<file path="config.mk">
export PLATFORM = sky130hd
export DESIGN_NAME = fifo_pop_scheduler
export DESIGN_NICKNAME = d
export VERILOG_FILES = /design/src/rtl/rr_pkg.sv /design/src/rtl/sat_counter.sv /design/src/rtl/fifo_pop_scheduler.sv
export SDC_FILE = /design/constraint.sdc
export NUM_CORES = 1
export LEC_CHECK = 0
export CAP_MARGIN = 20
export CELL_PAD_IN_SITES_DETAIL_PLACEMENT = 1
export CELL_PAD_IN_SITES_GLOBAL_PLACEMENT = 2
export CORE_UTILIZATION = 25
export DETAILED_ROUTE_END_ITERATION = 10
export PLACE_DENSITY_LB_ADDON = 0.12
export SYNTH_ARGS = -nofsm -noshare
export SYNTH_HDL_FRONTEND = slang
export SYNTH_SLANG_ARGS = --single-unit
</file>
<file path="constraint.sdc">
create_clock -name i_clk -period 6.85 [get_ports i_clk]
set_clock_uncertainty 0.15 [all_clocks]
set_input_delay 1.0275 -clock i_clk [delete_from_list [all_inputs] [get_ports i_clk]]
set_output_delay 1.0275 -clock i_clk [all_outputs]
set_load 0.05 [all_outputs]
</file>
<file path="src/rtl/rr_pkg.sv">
// Shared definitions for the round-robin arbitration and pop-scheduling blocks.
package rr_pkg;

  typedef enum logic [1:0] {
    StIdle  = 2'b00,
    StRun   = 2'b01,
    StPause = 2'b10
  } sched_state_e;

  // Selector width for a given queue count; never narrower than one bit.
  function automatic int unsigned sel_bits(input int unsigned n);
    return (n > 1) ? $clog2(n) : 1;
  endfunction

endpackage

</file>
<file path="src/rtl/sat_counter.sv">
// Saturating up-counter with an asynchronous active-low clear.
module sat_counter #(
  parameter int unsigned WIDTH = 8
) (
  input  logic             i_clk,
  input  logic             i_rst,
  input  logic             i_inc,
  output logic [WIDTH-1:0] o_count
);

  localparam logic [WIDTH-1:0] One = WIDTH'(1);

  logic [WIDTH-1:0] r_count;

  always_ff @(posedge i_clk or negedge i_rst) begin
    if (!i_rst) begin
      r_count <= '0;
    end else if (i_inc && (r_count != '1)) begin
      r_count <= r_count + One;
    end
  end

  assign o_count = r_count;

endmodule

</file>
<file path="src/rtl/fifo_pop_scheduler.sv">
// Turns arbiter grants into single-cycle FIFO pops, registers the popped word for a
// valid/ready downstream and pauses popping with hysteresis on downstream occupancy.
module fifo_pop_scheduler
  import rr_pkg::*;
#(
  parameter int unsigned QUEUE_QUANTITY = 4,
  parameter int unsigned DATA_BITS      = 8,
  parameter int unsigned BUF_WIDTH      = 3,
  parameter int unsigned HIGH_THRESHOLD = 6,
  parameter int unsigned LOW_THRESHOLD  = 2,
  parameter int unsigned CNT_BITS       = 8,
  localparam int unsigned SEL_BITS      = sel_bits(QUEUE_QUANTITY)
) (
  input  logic                               i_clk,
  input  logic                               i_rst,
  input  logic                               i_enb,
  input  logic [SEL_BITS-1:0]                i_selector,
  input  logic                               i_selector_enb,
  input  logic [QUEUE_QUANTITY-1:0]          i_buf_empty,
  input  logic [QUEUE_QUANTITY*DATA_BITS-1:0] i_data_in,
  input  logic [BUF_WIDTH-1:0]               i_down_count,
  input  logic                               i_ready_in,
  output logic [QUEUE_QUANTITY-1:0]          o_pop,
  output logic [DATA_BITS-1:0]               o_data_out,
  output logic                               o_valid_out,
  output logic [1:0]                         o_state,
  output logic [QUEUE_QUANTITY*CNT_BITS-1:0] o_pop_counts
);

  sched_state_e                  r_state, w_state_next;
  logic                          r_valid;
  logic [DATA_BITS-1:0]          r_data;
  logic                          w_slot_free;
  logic                          w_sel_ok;
  logic [QUEUE_QUANTITY-1:0]     w_pop;
  logic [DATA_BITS-1:0]          w_word;

  assign w_slot_free = !r_valid || i_ready_in;
  assign w_sel_ok    = 32'(i_selector) < QUEUE_QUANTITY;

  always_comb begin
    w_pop = '0;
    if ((r_state == StRun) && i_selector_enb && w_sel_ok && w_slot_free) begin
      if (!i_buf_empty[i_selector]) begin
        w_pop[i_selector] = 1'b1;
      end
    end
  end

  // Mux driven by the one-hot pop so an out-of-range selector never indexes data_in.
  always_comb begin
    w_word = '0;
    for (int i = 0; i < int'(QUEUE_QUANTITY); i++) begin
      if (w_pop[i]) begin
        w_word = i_data_in[i*DATA_BITS +: DATA_BITS];
      end
    end
  end

  always_ff @(posedge i_clk or negedge i_rst) begin
    if (!i_rst) begin
      r_valid <= 1'b0;
      r_data  <= '0;
    end else if (|w_pop) begin
      r_valid <= 1'b1;
      r_data  <= w_word;
    end else if (i_ready_in) begin
      r_valid <= 1'b0;
    end
  end

  always_comb begin
    w_state_next = r_state;
    if (!i_enb) begin
      w_state_next = StIdle;
    end else begin
      unique case (r_state)
        StIdle:  w_state_next = StRun;
        StRun:   if (32'(i_down_count) >= HIGH_THRESHOLD) w_state_next = StPause;
        StPause: if (32'(i_down_count) <= LOW_THRESHOLD)  w_state_next = StRun;
        default: w_state_next = StIdle;
      endcase
    end
  end

  always_ff @(posedge i_clk or negedge i_rst) begin
    if (!i_rst) begin
      r_state <= StIdle;
    end else begin
      r_state <= w_state_next;
    end
  end

  for (genvar g = 0; g < int'(QUEUE_QUANTITY); g++) begin : g_cnt
    sat_counter #(
      .WIDTH (CNT_BITS)
    ) u_cnt (
      .i_clk   (i_clk),
      .i_rst   (i_rst),
      .i_inc   (w_pop[g]),
      .o_count (o_pop_counts[g*CNT_BITS +: CNT_BITS])
    );
  end

  assign o_pop       = w_pop;
  assign o_data_out  = r_data;
  assign o_valid_out = r_valid;
  assign o_state     = r_state;

endmodule

</file>
Yosys cells after proc, flatten, opt, wreduce, memory -nomap -nowiden. Cells that the tools add are included.

Bits in registers: 43. Input port bits: 46. Word-level logic and storage cells: 52.

Add/sub/neg operators: 4. Order comparisons: 4. Eq/ne operators: 8. Multiplexer cells: 16. Reductions and logical operators: 13.

Operators by type and width (count): $add A8 B1 Y8 const B (4); $mux W8 (4); $ne A8 B8 Y1 const B (4); $mux W4 (2); $logic_and A1 B1 Y1 (7); $mux W2 (3); $pmux W2 S3 (1); $mux W1 (4); $reduce_or A4 Y1 (1); $ge A3 B3 Y1 const B (1); $le A3 B2 Y1 const B (1); $lt A2 B3 Y1 const B (1); $ne A3 B2 Y1 const B (1); $ne A3 B3 Y1 const B (1); $bmux W1 S2 (1); $demux W1 S2 (1); $eq A2 B1 Y1 const B (1); $eq A2 B2 Y1 const B (1); $ge A2 B1 Y1 const B (1); $logic_not A2 Y1 (1); $reduce_and A2 Y1 (1); $reduce_bool A2 Y1 (1); $logic_not A1 Y1 (1); $logic_or A1 B1 Y1 (1).

Longest topological paths before layout.
Word-level depth: 10. Mapped depth: 8. Depth with buffers taken out: 6.

Hierarchy. Synthesis repeated with hierarchy kept, for this count alone.

Cells, all modules: 217. Area total of the unflattened synthesis: 2439.8 um^2.

Modules (own cells, without submodules): sat_counter (instances 4, cells each 34, area each 407.9 um^2); fifo_pop_scheduler (instances 1, cells each 81, area each 808.3 um^2).

Worst setup path before layout. Ideal clock, no wire load.

Path type: in2out. From: in i_selector[0]. To: out o_pop[0]. Arrival time: 2.587 ns. Data required time: 5.673 ns. Slack: 3.086 ns. Stages on the path: 7. Buffers on the path: 4. Cells stage by stage: buf_6 > mux4_2 > or3_1 > buf_2 > clkbuf_1 > nor3_1 > buf_4.

Longest elaborated chain between the ends: 6. Elaborated cells between the ends (all ways): 9.

Ends and longest elaborated chain: from (decl) (line fifo_pop_scheduler.sv:17) `input logic [SEL_BITS-1:0] i_selector,`; $lt A2 B3 Y1 (not written as such) / $ge A2 B1 Y1 (equally long branches) (line fifo_pop_scheduler.sv:45) `w_pop[i_selector] = 1'b1;`; $logic_and A1 B1 Y1 (not written as such) (line fifo_pop_scheduler.sv:45); $mux W1 (not written as such) (line fifo_pop_scheduler.sv:45); $demux W1 S2 (line fifo_pop_scheduler.sv:45); $mux W4 * (line fifo_pop_scheduler.sv:44) `if (!i_buf_empty[i_selector]) begin`; $mux W4 * (line fifo_pop_scheduler.sv:43) `if ((r_state == StRun) && i_selector_enb && w_sel_ok && w_slot_free) begin`; to (decl) (line fifo_pop_scheduler.sv:23) `output logic [QUEUE_QUANTITY-1:0] o_pop,`.

Mark *: on every way between the ends. The rest lies on a longest branch, timed or not. The select of a mux whose other input is x is not followed.

Final worst setup path. Ends and elaborated chain as after synthesis.

==> PnR_summary.wiki <==
{| class="wikitable"
! Metric !! Value
|-
| Proportion of layout cells with a drive suffix above 1 || 4.93%
|-
| Worst VDD drop || 0.000125 V
|-
| Combined area of all synthesized cells || 0.00221 mm²
|-
| Critical Path Most Common Cell || sky130_fd_sc_hd__clkdlybuf4s50_1
|-
| Post-DP HPWL || 4.70 mm
|-
| Fillers || 948
|-
| Part of the power in combinational logic || 41.4%
|-
| Setup repair after global routing missed its margin || false
|-
| Die outline width || 96.0 µm
|-
| Power per unit of standard cell area || 261 mW/mm²
|-
| Number of H-tree levels || 2
|-
| Post-route total power || 0.858 mW
|-
| Root cell of the clock tree || sky130_fd_sc_hd__clkbuf_8
|-
| Critical path required time || 5.67 ns
|-
| Average detailed-routed wire length per instance || 15.1 µm
|-
| Leading register cell type out of synthesis || sky130_fd_sc_hd__dfrtp_1
|-
| Hold bufs inserted after CTS || 0
|-
| Total of flip-flops plus latches after synthesis || 43
|-
| Fin crit share || 80.0%
|-
| Switching part of the total power || 41.7%
|-
| Count of final setup violators || 0
|-
| Starting utilization of the core area || 26.4%
|-
| Total Die Area || 0.00922 mm²
|-
| Routed via count divided by cell count || 4.58
|-
| Total global-route track usage || 13.9%
|-
| Routed Antenna Nets || 0
|-
| Area of the core || 0.00838 mm²
|-
| Inserted Clock Buffers || 5
|-
| Number of DRC markers in iteration 0 || 30
|-
| Net switching power figure || 0.358 mW
|-
| Total vias in the final route || 1,873
|-
| Worst setup path category || input pin to output port
|-
| Minimum setup slack among reg-to-reg paths || 4.35 ns
|-
| Slowest stage cell, crit path || sky130_fd_sc_hd__clkdlybuf4s50_1
|-
| Antenna violations before repair || 0
|-
| Top library cells by usage in the layout, fill and taps aside || 91 x sky130_fd_sc_hd__clkdlybuf4s50_1, 43 x sky130_fd_sc_hd__dfrtp_1, 26 x sky130_fd_sc_hd__nand2_1, 16 x sky130_fd_sc_hd__xnor2_1, 15 x sky130_fd_sc_hd__nor2_1
|-
| Sequential share of the synthesized area || 48.7%
|-
| Number of enable flip-flop cells after synthesis || 0
|-
| Largest stage delay, worst path || 0.90 ns
|-
| Wire length of the first global-routing pass || 9.63 mm
|-
| Crit. End Element || output port
|-
| Num ports || 93
|-
| Critical Path Source Type || input pin
|-
| Total iterations of the first detailed-routing run || 4
|-
| Drt total wl || 6.19 mm
|-
| Number of distinct library cell variants in the gate-level netlist after synthesis || 37
|-
| Number of placement rows || 33
|-
| Worst hold-check path type || flip-flop to flip-flop
|-
| Grt met1 use || 18.8%
|-
| Worst-case headroom to the max-slew limit || 47.0%
|-
| Number of buffer and inverter stages on the critical path || 2
|-
| Yosys warning total || 0
|-
| Instance count of the mapped netlist || 216
|-
| Clock period minus worst slack || 5.48 ns
|-
| Commonest non-fill, non-tap cell in the layout || sky130_fd_sc_hd__clkdlybuf4s50_1
|-
| Number of instances resized during post-cts repair || 0
|-
| Post-synthesis async set-or-reset flop share || 100%
|-
| Most crowded layer after global routing || met2
|-
| Static power due to leakage || 1.39 nW
|-
| Met2 track demand over resource || 21.5%
|-
| Diodes inserted || 0
|-
| Outcome || finished, final reports clean
|-
| Met3 demand-to-capacity share in global routing || 4.34%
|-
| Per-instance average area after synthesis || 10.2 µm²
|-
| Final hold violation count || 0
|-
| Number of nets in the finished design || 353
|-
| Upper clock frequency limit || 183 MHz
|-
| Clock latency of the later-clocked register in the worst-skew pair || 0.29 ns
|-
| Cells traversed along the worst timing path || clkdlybuf4s50_1 > mux4_2 > or3_1 > nor3_1 > clkdlybuf4s50_1
|-
| TritonCTS clock tree || built
|-
| Final global-route overflow total || 0
|-
| Global placer's final weighted congestion || 0.719
|-
| Critical Path Fanout Max || 22
|-
| Net Count, Synth || 266
|-
| Final Max Slew Viols || 0
|-
| Number of post-CTS setup repair buffers || 0
|-
| Die Span Y || 96.0 µm
|-
| Share of power burned in the clock network || 19.1%
|-
| Internal cell power || 0.501 mW
|-
| Max-capacitance violation count || 0
|-
| Transition at the pin with the smallest max-transition slack || 0.795 ns
|-
| Reg power frac || 39.4%
|-
| Deepest clock path buffer count || 2
|-
| Data arrival time of the worst path || 4.30 ns
|-
| Num Clock Sinks || 43
|-
| Post-route setup TNS || 0 ns
|-
| Dominant delay contributor by cell family on the critical path || buffers and inverters
|-
| Clock-pin slew of the registers on the worst-case setup and hold paths || 0.09 ns
|-
| Count of input and output buffers || 92
|-
| Largest net degree at the start of global routing || 44
|-
| Vias in the first global route || 1,902
|-
| Total DRC errors in the routed layout || 0
|-
| Area growth, synth to finish || 48.7%
|}
[stage by stage]
stage          util (%)  instances  cell area, µm²  hold slack [ns]  setup slack (ns)
2_1_floorplan         -        216            2210            0.582              3.09
3_3_place_gp       38.0        400            3180            0.313              1.37
3_5_place_dp       38.0        400            3180            0.320              1.37
4_1_cts            39.0        408            3270            0.341              1.35
5_1_grt            39.2        409            3290            0.351              1.16
6_report           39.2        409            3290            0.335              1.37
[worst paths after layout]
path / cells after the start / start / endpoint
worst max register to register: 4 / o_state[1] / g_cnt[0].u_cnt.o_count[1]
max in group asynchronous: 2 / i_rst / g_cnt[1].u_cnt.o_count[1]
min in group asynchronous: 1 / i_rst / g_cnt[3].u_cnt.o_count[4]
worst min-delay path: 2 / o_data_out[1] / o_data_out[1]
worst max-delay path: 5 / i_selector[0] / o_pop[0]
worst min register to register: 2 / o_data_out[1] / o_data_out[1]
[logic make-up (layout without fill, tap and decap cells)]
family          count (synthesis)  in the layout  synth area share, %
compound gates                 27             27                 8.66
xor+xnor                       28             28                 11.1
fa+ha+maj                       4              4                 2.26
buf+inv                        15            103                 3.79
flops                          43             43                 48.7
mux                             7              7                 3.90
simple gates                   92             92                 21.6
[power groups by stage]
stage	registers, mW	clock network, mW	logic, mW
3_3_place_gp	0.343	0	0.355
2_1_floorplan	0.485	0	0.0733
4_1_cts	0.340	0.172	0.359
6_report	0.338	0.164	0.356
5_1_grt	0.346	0.181	0.379
3_5_place_dp	0.345	0	0.358
[worst register-to-register path, stage by stage (launching register included)]
cell and delay [ns]:
sky130_fd_sc_hd__dfrtp_1 0.42, sky130_fd_sc_hd__nand3b_1 0.22, sky130_fd_sc_hd__or3_1 0.71, sky130_fd_sc_hd__and3b_1 0.53, sky130_fd_sc_hd__mux2_2 0.37
[synthesized netlist by cell type (2+ instances only)]
| cell type | count | area share (%) |
|---|---|---|
| sky130_fd_sc_hd__o21a_1 | 6 | 2.0 |
| sky130_fd_sc_hd__xor2_1 | 12 | 4.8 |
| sky130_fd_sc_hd__buf_4 | 5 | 1.7 |
| sky130_fd_sc_hd__o31ai_1 | 6 | 2.0 |
| sky130_fd_sc_hd__a221oi_1 | 6 | 2.4 |
| sky130_fd_sc_hd__mux2_2 | 3 | 1.5 |
| sky130_fd_sc_hd__inv_1 | 2 | 0.34 |
| sky130_fd_sc_hd__ha_1 | 4 | 2.3 |
| sky130_fd_sc_hd__nand2_1 | 26 | 4.4 |
| sky130_fd_sc_hd__nand2b_1 | 6 | 1.7 |
| sky130_fd_sc_hd__mux2i_1 | 3 | 1.4 |
| sky130_fd_sc_hd__xnor2_1 | 16 | 6.3 |
| sky130_fd_sc_hd__a21oi_1 | 2 | 0.45 |
| sky130_fd_sc_hd__and4_1 | 3 | 1.2 |
| sky130_fd_sc_hd__nand4_1 | 10 | 2.8 |
| sky130_fd_sc_hd__and3_1 | 4 | 1.1 |
| sky130_fd_sc_hd__nor2_1 | 15 | 2.5 |
| sky130_fd_sc_hd__o21ai_0 | 4 | 0.91 |
| sky130_fd_sc_hd__dfrtp_1 | 43 | 49 |
| sky130_fd_sc_hd__clkbuf_1 | 6 | 1.0 |
| sky130_fd_sc_hd__nand3_1 | 12 | 2.7 |
| sky130_fd_sc_hd__nor3_1 | 7 | 1.6 |
[area by class of cell]
class | instances | area (µm²) | area share, %
flip-flops and latches | 43 | 1080 | 32.7
inverters | 2 | 7.51 | 0.228
clock buffers | 6 | 72.6 | 2.21
well taps | 105 | 131 | 4.00
multi-input cells | 158 | 1050 | 32.0
repair buffers | 93 | 936 | 28.5
clock inverters | 2 | 12.5 | 0.381
[sequential cells by signal, summed over array words and instances (netlist names)]
name and count:
g_cnt.u_cnt.o_count 32, o_state 2, o_data_out 8, o_valid_out 1
[metal layers]
layer  part of all wire, %  up-vias
li1                      -      929
met1                    47      886
met2                    46       53
met3                   6.2        5
met4                  0.82        0
met5                     0        -
(Power assumes the default switching activity.)
